File: src/rtl/load_decoder_scoreboard.sv
// Destination-register scoreboard: tracks outstanding writes, gates issue on
// ownership, and turns legal writebacks into a one-hot register-file load.
module load_decoder_scoreboard #(
  parameter int ADDR_W       = 5,
  parameter int ZERO_PROTECT = 1,
  localparam int NUM_REGS    = 2**ADDR_W
) (
  input  logic                clk,
  input  logic                rst_n,
  input  logic                issue_valid,
  input  logic [ADDR_W-1:0]   issue_dest,
  output logic                issue_ready,
  input  logic                wb_valid,
  input  logic [ADDR_W-1:0]   wb_dest,
  input  logic                flush,
  input  logic [ADDR_W-1:0]   src_a,
  input  logic [ADDR_W-1:0]   src_b,
  output logic                hazard,
  output logic [NUM_REGS-1:0] load,
  output logic [NUM_REGS-1:0] busy,
  output logic [ADDR_W:0]     pending,
  output logic                wb_err
);

  logic [NUM_REGS-1:0] busy_q, busy_d;
  logic [NUM_REGS-1:0] load_q, load_d;
  logic [ADDR_W:0]     pending_q, pending_d;
  logic                wb_err_q, wb_err_d;

  logic iss_zp, wb_zp, issue_acc, wb_legal;

  assign iss_zp      = (ZERO_PROTECT != 0) && (issue_dest == '0);
  assign wb_zp       = (ZERO_PROTECT != 0) && (wb_dest == '0);
  assign issue_ready = iss_zp | ~busy_q[issue_dest];
  assign issue_acc   = issue_valid & issue_ready;
  // busy_q[0] is never set under protection, so a protected wb to r0 is never legal
  assign wb_legal    = wb_valid & busy_q[wb_dest];
  assign hazard      = busy_q[src_a] | busy_q[src_b];

  always_comb begin
    busy_d    = busy_q;
    load_d    = '0;
    wb_err_d  = 1'b0;
    pending_d = '0;
    if (wb_legal) begin
      busy_d[wb_dest] = 1'b0;
      load_d[wb_dest] = 1'b1;
    end else if (wb_valid && !wb_zp) begin
      wb_err_d = 1'b1;
    end
    // a legal wb and an accepted issue can never target the same register
    if (issue_acc && !iss_zp) busy_d[issue_dest] = 1'b1;
    if (flush) begin
      busy_d   = '0;
      load_d   = '0;
      wb_err_d = 1'b0;
    end
    for (int i = 0; i < NUM_REGS; i++) pending_d = pending_d + (ADDR_W+1)'(busy_d[i]);
  end

  always_ff @(posedge clk or negedge rst_n) begin
    if (!rst_n) begin
      busy_q    <= '0;
      load_q    <= '0;
      pending_q <= '0;
      wb_err_q  <= 1'b0;
    end else begin
      busy_q    <= busy_d;
      load_q    <= load_d;
      pending_q <= pending_d;
      wb_err_q  <= wb_err_d;
    end
  end

  assign busy    = busy_q;
  assign load    = load_q;
  assign pending = pending_q;
  assign wb_err  = wb_err_q;

endmodule

File: config.mk
export PLATFORM = sky130hd
export DESIGN_NAME = load_decoder_scoreboard
export DESIGN_NICKNAME = d
export VERILOG_FILES = /design/src/rtl/load_decoder_scoreboard.sv
export SDC_FILE = /design/constraint.sdc
export NUM_CORES = 1
export LEC_CHECK = 0
export ABC_AREA = 0
export CELL_PAD_IN_SITES_DETAIL_PLACEMENT = 1
export CELL_PAD_IN_SITES_GLOBAL_PLACEMENT = 2
export CORE_MARGIN = 4
export CORE_UTILIZATION = 25
export CTS_CLUSTER_SIZE = 16
export DETAILED_ROUTE_END_ITERATION = 7
export GPL_TIMING_DRIVEN = 0
export PLACE_DENSITY_LB_ADDON = 0.3
export SYNTH_ARGS = -nofsm -noshare
export SYNTH_HDL_FRONTEND = slang
export SYNTH_SLANG_ARGS = --single-unit
File: constraint.sdc
create_clock -name clk -period 5.25 [get_ports clk]
set_input_delay 0.525 -clock clk [delete_from_list [all_inputs] [get_ports clk]]
set_output_delay 0.525 -clock clk [all_outputs]
set_load 0.02 [all_outputs]
==> impl_metrics.env <==
export IMPL_power_switching_mw=0.429
export IMPL_place_area_um2=6280
export IMPL_wl_um=20900
export IMPL_synth_edf_count=0
export IMPL_path_cells="dlygate4sd2_1 -> or3b_4 -> o221ai_2 -> a32oi_2 -> and3_4 -> buf_6 -> o311a_4 -> fa_1 -> inv_2 -> fa_2 -> fa_1 -> fa_1 -> fa_1 -> fa_1 -> inv_2 -> ha_4 -> fa_2 -> a21o_1 -> a21oi_2 -> xnor2_1"
export IMPL_die_area_um2=22100
export IMPL_rows=51
export IMPL_insertion_delay_ns=0.35
export IMPL_numCtsBuffers=9
export IMPL_drtPass1Iterations=4
export IMPL_die_y_um=149
export IMPL_port_buffers=91
export IMPL_ys_types=49
export IMPL_crit_family="adder cells"
export IMPL_max_stage_delay_ns=0.55
export IMPL_gr_usage_all_layers_pct=19.2
export IMPL_first_global_vias=5102
export IMPL_cts_tree="done"
export IMPL_clock_skew_ns=0.0116
export IMPL_slew_violations=0
export IMPL_timing_slew_headroom_pct=50.1
export IMPL_start_util_pct=25.4
export IMPL_nets=648
export IMPL_globalplace_congestion=0.864
export IMPL_wl_per_cell_um=24.3
export IMPL_ys_warn_count=0
export IMPL_cpMostUsedCell="fa_1"
export IMPL_rr_startpoint="busy[2]$_DFF_PN0_"
export IMPL_use_met1_pct=24.0
export IMPL_hold_class="in -> async"
export IMPL_period_share_pct=114
export IMPL_avgSynthCellArea_um2=10.8
export IMPL_antenna_found_initial=0
export IMPL_setup_ws_ns=-0.740
export IMPL_grtUsageMet2_pct=32.0
export IMPL_core_area_um2=19500
export IMPL_h_tree_depth=3
export IMPL_swShare_pct=28.3
export IMPL_async_reset_ff_share_pct=100
export IMPL_crit_arrival_ns=6.26
export IMPL_powerDensity_nw_per_um2=214
export IMPL_path_class="in -> reg"
export IMPL_power_leakage_nw=2.93
export IMPL_seq_area_frac_synth_pct=36.0
export IMPL_syn_area_um2=4940
export IMPL_rsz0062_at_grt="yes"
export IMPL_grt_busiest_layer="met2"
export IMPL_combPwrFrac_pct=17.8
export IMPL_power_mw=1.52
export IMPL_cp_start_kind="input pin"
export IMPL_max_freq_mhz=167
export IMPL_synth_seq_cells=71
export IMPL_status="finished, violations left"
export IMPL_grt_overflow=0
export IMPL_drt_initial_drc_count=417
export IMPL_via_per_inst=5.30
export IMPL_setup_violations=5
export IMPL_worst_pin_slew_ns=0.741
export IMPL_grt_pass1_wl_um=31500
export IMPL_nFillCells=2152
export IMPL_cts_root_buf="clkbuf_16"
export IMPL_seqCellArea_um2=1790
export IMPL_crit_fanout=3
export IMPL_clkPwrFrac_pct=45.0
export IMPL_fin_crit_ns=5.99
export IMPL_required_ns=5.52
export IMPL_timing_hold_ws_ns=0.548
export IMPL_cts_sinks=71
export IMPL_area_growth_pct=43.4
export IMPL_use_met3_pct=3.50
export IMPL_antenna_cells=0
export IMPL_design_area_um2=7080
export IMPL_ant_nets=0
export IMPL_dp_hpwl_um=14600
export IMPL_place_inst=816
export IMPL_clkTransAtPathRegs_ns=0.06
export IMPL_clk_path_buf_depth=2
export IMPL_crit_slowest_cell="fa_2"
export IMPL_drc=0
export IMPL_multiInputGateArea_um2=3060
export IMPL_critPathBufInv=4
export IMPL_synth_cells=459
export IMPL_fin_tns_setup_ns=-3.11
export IMPL_share_seq_of_total_power_pct=37.2
export IMPL_vias=4567
export IMPL_maxCapViolCount=0
export IMPL_synth_nets=515
export IMPL_crit_start="wb_dest[3]"
export IMPL_violations="negative setup slack"
export IMPL_ios=98
export IMPL_ir_drop_mv=0.119
export IMPL_end_kind="flop"
export IMPL_p_int_mw=1.09
export IMPL_synthFlopType="dfrtp_1"
export IMPL_die_w_um=149
export IMPL_fin_cells=862
export IMPL_grt_max_degree=66
export IMPL_layout_drive_gt1_share_pct=26.1
export IMPL_hold_viol_final=0
==> Yosys cell counts (2+ instances only) <==
library cell,number,area [um2]
buf_1,2,7.51
o21a_1,10,75.1
a22oi_1,4,30.0
buf_6,5,56.3
o211ai_1,27,203
nor2b_1,6,37.5
nand3_1,13,65.1
dfrtp_1,71,1780
mux4_2,20,450
mux2i_1,32,320
buf_4,2,15.0
or3_1,3,18.8
o21ai_0,16,80.1
a21oi_1,5,25.0
clkbuf_1,22,82.6
o22ai_1,3,18.8
xnor2_1,2,17.5
inv_1,30,113
nand2b_1,12,75.1
o311ai_0,5,43.8
o31a_1,6,52.6
ha_1,7,87.6
nor4_1,13,81.3
nand2_1,33,124
nor4_2,3,37.5
fa_1,24,480
buf_2,7,35.0
and2_1,2,12.5
nor2_1,10,37.5
nand3b_1,4,30.0
o221ai_1,4,35.0
o31ai_1,15,113
nor3_1,22,110
a221o_1,2,20.0
and3_1,2,12.5
a21o_1,2,15.0
==> routing by layer <==
metal | vias up | part of all wire, %
met5 | - | 0
met4 | 0 | 4.1
met3 | 61 | 6.6
met2 | 173 | 49
met1 | 2355 | 40
li1 | 1978 | -
==> area by class of cell <==
class | count | area share (%)
Multi-Input combinational cell | 319 | 43.2
Inverter | 31 | 1.64
Timing Repair Buffer | 123 | 16.3
Clock buffer | 9 | 3.18
Tap cell | 265 | 4.68
Sequential cell | 71 | 25.3
Buffer | 37 | 4.29
Clock inverter | 7 | 1.45
==> cells in the final DEF, fill, tap and decap left out, types with 4 or more instances in the layout <==
cell             Yosys  routed
nand2b_1            12       8
nand3b_1             4       4
o31ai_1             15      12
nand3_1             13      11
o21a_1              10      10
mux2i_1             32      32
ha_1                 7       6
clkdlybuf4s50_1      0      80
nand2_1             33      32
nor2b_1              6       5
a22oi_1              4       4
nor2_1              10       7
dlygate4sd2_1        0       5
nor4_1              13      13
clkbuf_2             0       7
buf_6                5      11
o21ai_0             16      11
nor3_1              22      22
dfrtp_2              0       9
fa_1                24      22
o31a_1               6       6
buf_4                2      30
buf_2                7       4
clkbuf_16            0       9
inv_1               30      24
inv_2                1       7
mux4_2              20      20
clkbuf_1            22       9
clkbuf_8             0       4
dfrtp_1             71      62
o211ai_1            27      27
==> flip-flops by register name (all words and copies together), names as in the netlist <==
name,flops
busy,32
load,32
pending,6
wb_err,1
==> worst paths after layout <==
path / to / slack (ns) / depth (start not counted)
min in group clk: busy[4]$_DFF_PN0_ / 0.60 / 4
max: pending[4]$_DFF_PN0_ / -0.74 / 20
max in group asynchronous: busy[25]$_DFF_PN0_ / 4.14 / 3
min reg2reg: busy[1]$_DFF_PN0_ / 0.65 / 2
max reg2reg: pending[4]$_DFF_PN0_ / -0.72 / 19
min: pending[3]$_DFF_PN0_ / 0.55 / 2
==> per-stage QoR <==
| step | utilization, % | setup slack, ns |
|---|---|---|
| after floorplan | - | -0.740 |
| after global placement | 32.1 | -1.87 |
| after detailed placement | 32.3 | -1.88 |
| after CTS | 36.1 | -0.795 |
| after global routing | 36.4 | -0.893 |
| final | 36.4 | -0.740 |
==> power by group through the flow <==
stage               Sequential [mW]  Combinational [mW]  Clock, mW
finish                        0.564               0.270      0.681
global route                  0.564               0.290      0.722
CTS                           0.564               0.265      0.693
detailed placement            0.574               0.230          0
global placement              0.575               0.225          0
floorplan                     0.579               0.127          0
==> kinds of logic (layout without fill, tap and decap cells) <==
family                   after synthesis  in the layout  share of synthesized area [%]
AO/OA/AOI/OAI                        103            103                           15.6
buffers and inverters                 69            207                           6.33
XOR/XNOR                               3              3                          0.532
AND/OR/NAND/NOR                      128            128                           13.9
flip-flops                            71             71                           36.0
adder cells (fa/ha/maj)               31             31                           11.5
multiplexers                          54             54                           16.1
==> repair_timing <==
action	CTS	global route
resized for setup	87	18
setup endpoints to repair	6	6
hold endpoints to repair	6	0
hold buffers	1	0
setup buffers	27	2
pin swaps	30	12
cloned	1	0
Power figures use the tool's default switching activity.
==> edit, RTL diff (same settings) <==
`pending_q` no longer has a reset.
--- a/src/rtl/load_decoder_scoreboard.sv
+++ b/src/rtl/load_decoder_scoreboard.sv
@@ -63,12 +63,14 @@
       busy_q    <= '0;
       load_q    <= '0;
-      pending_q <= '0;
       wb_err_q  <= 1'b0;
     end else begin
       busy_q    <= busy_d;
       load_q    <= load_d;
-      pending_q <= pending_d;
       wb_err_q  <= wb_err_d;
     end
+  end
+
+  always_ff @(posedge clk) begin
+    pending_q <= pending_d;
   end
 
Check against the original RTL: not equivalent (a bounded check fails within 4 cycles, from zero or initial values and one cycle with rst_n low).
==> edit against the original RTL <==
The flow still finishes with violations (setup timing). Sequential cell count unchanged. Power decreased by 5.9%. Fmax shrank 0.52%. Design area fell by 1.4%. Wire length fell by 7.3%. Synthesized area down 0.61%. Clock power shrank 12%. Worst setup slack worse by 31 ps. Clock skew shrank 1.5 ps. Combinational power down 2%. First-iteration DRC count down 41%. Die area down 0.58%.
==> edit: results (changes against the original RTL) <==
.. list-table::
   :header-rows: 1

   * - Metric
     - Value
   * - Met2 global-route usage
     - 0.304 (-0.0157)
   * - Leakage component of the power
     - 2.86 nW (-2.3%)
   * - Critical path peak fanout
     - 2 (-1)
   * - Met3 track demand over resource in global routing
     - 0.0314 (-0.00366)
   * - Half-perimeter wire length of the detailed placement result
     - 14.4 mm (-1.1%)
   * - Post-route clock skew
     - 10.1 ps (-1.54 ps)
   * - Async set-or-reset flop fraction in the synthesized netlist
     - 0.915 (-0.0845)
   * - Total of endpoints with negative setup slack in the final report
     - 6 (+1)
   * - List of most frequent post-synthesis cells
     - 65 x sky130_fd_sc_hd__dfrtp_1, 33 x sky130_fd_sc_hd__nand2_1, 32 x sky130_fd_sc_hd__mux2i_1, 30 x sky130_fd_sc_hd__inv_1, 27 x sky130_fd_sc_hd__o211ai_1
   * - Vias per std cell
     - 5.10 (-3.8%)
   * - Total combinational power
     - 0.264 mW (-2%)
   * - M1 GR Usage
     - 0.230 (-0.00950)
   * - Number of fill cells in the layout
     - 2145 (-0.33%)
   * - Failing checks
     - setup timing
   * - Outcome
     - finished with violations
   * - Setup ws final
     - -771 ps (-31.1 ps)
   * - IR drop worst, VDD
     - 0.000140 V (+17%)
   * - Global-route wire length before repair
     - 29.9 mm (-5.1%)
   * - Area post-placement
     - 6210 sq um (-1.0%)
   * - Main area contributors after synthesis
     - sky130_fd_sc_hd__dfrtp_1 33%, sky130_fd_sc_hd__fa_1 9.8%, sky130_fd_sc_hd__mux4_2 9.2%
   * - Internal power
     - 0.991 mW (-8.8%)
   * - Number of global-route vias before repair
     - 4799 (-5.9%)
   * - Share of post-route cells with drive strength above 1
     - 0.253 (-0.00838)
   * - Register area share after synthesis
     - 0.356 (-0.00392)
   * - Headroom to the max-slew limit
     - 0.426 (-0.0753)
   * - Distinct cell type count after synthesis
     - 50 (+2.0%)
-- edit: cell count changes after synthesis --
cell,unedited run,this run
sky130_fd_sc_hd__dfrtp_1,71,65
sky130_fd_sc_hd__dfxtp_1,0,6
-- edit: cell type report --
cell class / instances / share of cell area
timing repair buffer: 123 / 0.166
buffer: 37 / 0.0441
inverter: 31 / 0.0172
multi-input combinational: 319 / 0.434
clock inverter: 7 / 0.00896
sequential: 71 / 0.252
tap: 260 / 0.0466
clock buffer: 9 / 0.0323
-- edit: final timing paths --
check	startpoint	endpoint	slack, ps	cells after the start
max	busy[18]	pending[4]	-770	21
min	rst_n	load[13]	280	1
max reg2reg	busy[18]	pending[4]	-770	21
min reg2reg	busy[1]	busy[1]	650	2
max in group asynchronous	rst_n	busy[17]	4350	1
min in group clk	issue_dest[4]	busy[9]	610	4
-- edit: metal layers --
metal  share of wire  vias to the layer above  routed length (um)
met5               0                        -                   0
met4           0.029                        0                 561
met3           0.044                       27                 856
met2            0.50                      105                9650
met1            0.43                     2254                8330
li1                -                     1983                   -
-- edit: critical path, stage by stage, from the launching register on --
cell	delay [ps]
sky130_fd_sc_hd__dfrtp_2	420
sky130_fd_sc_hd__mux2_4	290
sky130_fd_sc_hd__a221o_1	360
sky130_fd_sc_hd__a32oi_2	220
sky130_fd_sc_hd__buf_4	160
sky130_fd_sc_hd__buf_6	100
sky130_fd_sc_hd__o311ai_4	110
sky130_fd_sc_hd__o21a_1	170
sky130_fd_sc_hd__fa_1	540
sky130_fd_sc_hd__inv_1	60
sky130_fd_sc_hd__fa_2	510
sky130_fd_sc_hd__inv_1	50
sky130_fd_sc_hd__fa_2	540
sky130_fd_sc_hd__fa_1	440
sky130_fd_sc_hd__fa_1	470
sky130_fd_sc_hd__fa_1	510
sky130_fd_sc_hd__inv_2	50
sky130_fd_sc_hd__ha_4	160
sky130_fd_sc_hd__fa_2	340
sky130_fd_sc_hd__a21o_1	190
sky130_fd_sc_hd__a21oi_2	130
sky130_fd_sc_hd__xnor2_1	130
-- edit: cell families after synthesis --
logic type                 synth area share
AOI/OAI and AO/OA                     0.157
xor gates and xnor gates            0.00535
adders and majority gates             0.116
buffers and inverters                0.0637
DFF                                   0.356
muxes                                 0.162
and+or+nand+nor                       0.140
-- edit: what timing repair did --
item | CTS | global route
setup endpoints to repair | 6 | 6
endpoints found under the hold margin | 0 | 0
setup buffers | 30 | 2
pin swaps | 27 | 10
gates resized for setup | 78 | 18
-- edit: stage by stage --
step	worst slack (ps)	util	setup TNS [ps]	hold WS (ps)	cells
floorplan	-730	-	-3060	229	459
global placement	-1910	0.327	-10090	672	810
detailed placement	-1930	0.327	-10100	683	810
CTS	-820	0.365	-3440	314	856
global route	-935	0.367	-4500	352	857
finish	-771	0.367	-3510	282	857
